`src/rtl/freq_meter.sv`:
```
// freq_meter: measures the period and high-phase length of an asynchronous
// square wave, counting in clk cycles, edge to edge on synchronized rising edges.
//
// Parameters
//   N        width of the period / high-time counters and outputs
//   TIMEOUT  clk cycles without a rising edge before timeout is declared
//            (2 < TIMEOUT < 2**N)
//
// Ports
//   clk        single clock, all state changes on its rising edge
//   reset      asynchronous reset, active low
//   xung_in    square wave under measurement, asynchronous to clk
//   period     last measured period in clk cycles
//   high_time  last measured high-phase length in clk cycles
//   valid      one-cycle pulse when period/high_time take a new measurement
//   timeout    sticky: no rising edge seen within TIMEOUT cycles
//   busy       high while a measurement is in progress
module freq_meter #(
    parameter int unsigned N       = 26,
    parameter int unsigned TIMEOUT = 50000000
) (
    input  logic         clk,
    input  logic         reset,
    input  logic         xung_in,
    output logic [N-1:0] period,
    output logic [N-1:0] high_time,
    output logic         valid,
    output logic         timeout,
    output logic         busy
);

    typedef enum logic [0:0] {StIdle, StMeasure} state_e;

    // cnt reaches this value on the TIMEOUT-th cycle after the last edge
    localparam logic [N-1:0] CntLast = N'(TIMEOUT - 1);
    localparam logic [N-1:0] One     = N'(1);

    state_e       state;
    logic         s1, s2, s3;
    logic         rise;
    logic [N-1:0] cnt;
    logic [N-1:0] hcnt;

    // s1/s2 synchronize, s3 holds the previous synchronized value
    always_ff @(posedge clk or negedge reset) begin
        if (!reset) begin
            s1 <= 1'b0;
            s2 <= 1'b0;
            s3 <= 1'b0;
        end else begin
            s1 <= xung_in;
            s2 <= s1;
            s3 <= s2;
        end
    end

    assign rise = s2 & ~s3;
    assign busy = (state == StMeasure);

    always_ff @(posedge clk or negedge reset) begin
        if (!reset) begin
            state     <= StIdle;
            cnt       <= '0;
            hcnt      <= '0;
            period    <= '0;
            high_time <= '0;
            valid     <= 1'b0;
            timeout   <= 1'b0;
        end else begin
            valid <= 1'b0;
            case (state)
                StIdle: begin
                    // First edge only arms; there is no start reference yet.
                    if (rise) begin
                        state <= StMeasure;
                        cnt   <= '0;
                        hcnt  <= One;
                    end
                end
                StMeasure: begin
                    if (rise) begin
                        // Rise wins over a coincident timeout.
                        period    <= cnt + One;
                        high_time <= hcnt;
                        valid     <= 1'b1;
                        timeout   <= 1'b0;
                        cnt       <= '0;
                        hcnt      <= One;
                    end else if (cnt == CntLast) begin
                        timeout   <= 1'b1;
                        period    <= '0;
                        high_time <= '0;
                        state     <= StIdle;
                    end else begin
                        cnt <= cnt + One;
                        if (s2) begin
                            hcnt <= hcnt + One;
                        end
                    end
                end
                default: state <= StIdle;
            endcase
        end
    end

endmodule
```
`config.mk`:
```
export PLATFORM = sky130hd
export DESIGN_NAME = freq_meter
export DESIGN_NICKNAME = d
export VERILOG_FILES = /design/src/rtl/freq_meter.sv
export SDC_FILE = /design/constraint.sdc
export NUM_CORES = 1
export LEC_CHECK = 0
export ABC_CLOCK_PERIOD_IN_PS = 3710
export CORE_ASPECT_RATIO = 1.75
export CORE_MARGIN = 1
export CORE_UTILIZATION = 40
export CTS_CLUSTER_DIAMETER = 200
export DETAILED_ROUTE_END_ITERATION = 10
export SYNTH_ARGS = -nofsm -noshare
export SYNTH_HDL_FRONTEND = slang
export SYNTH_SLANG_ARGS = --single-unit
```
`constraint.sdc`:
```
create_clock -name clk -period 3.71 [get_ports clk]
set_input_delay 0.742 -clock clk [delete_from_list [all_inputs] [get_ports clk]]
set_output_delay 0.742 -clock clk [all_outputs]
set_load 0.005 [all_outputs]
```
==> results.toml <==
[drt]
postRouteAntennaNets = 0
drc_errors = 0
dr.pass1.iters = 4
vias = 4114
drtIter0Drc = 188
viasPerCell = 5.77
routed_wl_um = 12700
wire_per_inst_um = 17.8

[sta]
fmax_ghz = 0.394
skew_ns = 0.00950
min_period_ns = 2.54
worstMarginPinSlew_ns = 0.974
rsz0062_at_grt = "no"
slew_viol_final = 0
setup_viol = 0
slew_headroom = 0.350
hold_viol = 0
finalCritPeriodShare = 0.685
hold_slack_ns = 0.383
setup_tns_ns = 0

[setup_path]
cp.depth = 1
slowest_delay_ns = 0.81
reg2reg_from = "s2$_DFF_PN0_"
rrSetupSlack_ns = 1.36
path_class = "flop to primary output"
cp_slowest_cell = "dfrtp_1"
reg2reg_to = "high_time[13]$_DFFE_PN0P_"
cp.arrival_ns = 1.80
path_delay_family = "flip-flops"
crit_path_end = "busy"
reg2reg_depth = 4
crit_fanout = 16
end_kind = "primary output"
cp.required_ns = 2.97
crit_path_start_kind = "flop"
critPathBufInv = 1
path_cells = "clkdlybuf4s50_1"
critPathLaunch = "busy$_DFF_PN0_"

[clock_tree]
cts_resized = 0
cts_hold_buf = 0
tritoncts = "built"
clk_pin_slew_worst_paths_ns = 0.07
clkLatencyLatePin_ns = 0.36
clkSinkCount = 110
ctsLongestPathBuffers = 2
cts_root_buffer = "clkbuf_16"
cts_buffers = 9
post-cts-setup-buffer-count = 0
htreeDepth = 3

[yosys]
yosys_warnings = 0
syn-num-nets = 507
muxShareOfSynthArea = 0.00191
yosysTopAreaCell = "dfrtp_1"
ys.flop_type = "dfrtp_1"
synth_top_family_by_area = "compound AO/OA/AOI/OAI gates"
synth.top_cell.area_share = 0.525
synth_seq_area_share = 0.525
synth_most_common_cell = "dfrtp_1"
synthTopCellsByArea = "dfrtp_1 53%, a22o_1 8.5%, o21ai_0 3.5%, xnor2_1 3.5%, o31ai_1 2.4%"
ys_ff_latch = 110
syn_area_per_cell_um2 = 10.5
synth-simple-area-share = 0.165
async_reset_ff_frac = 1.00
synth_xor_area_frac = 0.0485
synth_edf_count = 0
synth-compound-area-share = 0.210
netlist_instances = 501
synthAdderAreaFrac = 0.00716
syn_area_um2 = 5240
synth_common_cells = "110 x dfrtp_1, 51 x a22o_1, 37 x o21ai_0, 26 x nand2_1, 24 x nor2_1"
synth.distinct_cells = 47

[layout]
fin_util = 0.481
nNetsFinal = 543
area_delta_synth_final_pct = 18.1
final_area_um2 = 6190
drive_above_1_share = 0.0535
num_antenna_cells = 0

[placement]
finalWeightedCongestion = 0.834
hpwlAfterDp_um = 8630
place_area_um2 = 5910
port_buffers = 57

[pwr]
power_uw = 2510
p_leak_uw = 0.00255
power.density_nw_per_um2 = 406
irDropWorstVdd_uv = 211

[worst_hold_path]
hold_start = "s1$_DFF_PN0_"
hold_path.class = "flop to flop"

[die]
die_h_um = 153
num_rows = 55
initial_core_util = 0.407
ios = 58
die_area_um2 = 13600
die_x_um = 88.5
core_um2 = 12900

[grt]
grt_overflow = 0
track_usage = 0.201
grt_pass1_wl_um = 20900
antenna_found_initial = 0
grt_pass1_vias = 4053
grt_max_degree = 62

[run_status]
outcome = "completed"

[run]
max-cap-violations = 0
## where the power goes
| part | total [µW] | internal, µW | leakage, µW | switching, µW |
|---|---|---|---|---|
| clock network | 924 | 468 | 0.000140 | 455 |
| registers | 1340 | 1260 | 0.00151 | 79.0 |
| logic | 250 | 123 | 0.000900 | 128 |
## registers in the layout, summed over array words and instances (netlist names)
signal	count
busy	1
cnt	26
hcnt	26
high_time	26
period	26
s1	1
s2	1
s3	1
timeout	1
valid	1
## metrics by stage
step / setup slack (ns) / std cells
final: 1.17 / 713
after global routing: 1.12 / 713
after CTS: 1.14 / 713
after detailed placement: 1.34 / 697
after global placement: 1.43 / 697
after floorplan: 1.90 / 501
## metal layers
layer	vias to the layer above	wire (µm)	track usage
li1	1947	-	-
met1	2070	5130	0.238
met2	77	7020	0.353
met3	20	314	0.0313
met4	0	255	0.0814
met5	-	0	0
## worst min path at each step
stage | end | slack, ns | cells after the start
3_5_place_dp | s2$_DFF_PN0_ | 0.37 | 0
6_report | s2$_DFF_PN0_ | 0.38 | 0
2_1_floorplan | s2$_DFF_PN0_ | 0.33 | 0
5_1_grt | s2$_DFF_PN0_ | 0.39 | 0
3_3_place_gp | s2$_DFF_PN0_ | 0.37 | 0
4_1_cts | s2$_DFF_PN0_ | 0.38 | 0
## cell type report
| cell class | instances | area, µm² |
|---|---|---|
| Tap cell | 171 | 214 |
| Multi-Input combinational cell | 344 | 2270 |
| Sequential cell | 110 | 2750 |
| Timing Repair Buffer | 62 | 631 |
| Inverter | 10 | 37.5 |
| Clock inverter | 6 | 51.3 |
| Clock buffer | 10 | 229 |
| Fill cell | 1200 | 6680 |
## cells in the final DEF, fill, tap and decap left out, types with 2 or more instances in the layout
cell,Yosys,layout
and2_1,4,4
nor4bb_1,3,3
or4_1,6,6
o21ai_0,37,37
nand4_1,19,19
nor2b_1,2,2
a31oi_1,7,7
and3_1,11,11
nor4b_1,3,3
o21ai_4,1,2
xor2_1,8,8
clkdlybuf4s50_1,0,56
a22o_1,51,51
nand3_1,22,22
nor4_1,3,3
nand2_1,26,26
inv_6,0,3
nor4_2,2,2
nor2_1,24,24
nand2b_1,2,2
o41ai_1,4,4
a311oi_1,2,2
buf_12,0,2
nor3_1,4,4
o211ai_1,5,5
inv_1,9,9
clkbuf_16,0,9
xnor2_1,21,21
o31ai_1,17,17
a41oi_1,3,3
o21ai_1,4,4
buf_4,2,4
or3_1,14,14
ha_1,3,3
and4_1,5,5
a21oi_1,22,22
dfrtp_1,110,110
## kinds of logic (layout without fill, tap and decap cells)
| family | count (synthesis) | in the layout |
|---|---|---|
| compound gates | 157 | 157 |
| mux | 1 | 1 |
| simple gates | 154 | 154 |
| xor+xnor | 29 | 29 |
| flops | 110 | 110 |
| fa+ha+maj | 3 | 3 |
| buf+inv | 47 | 88 |
Power figures use the tool's default switching activity.
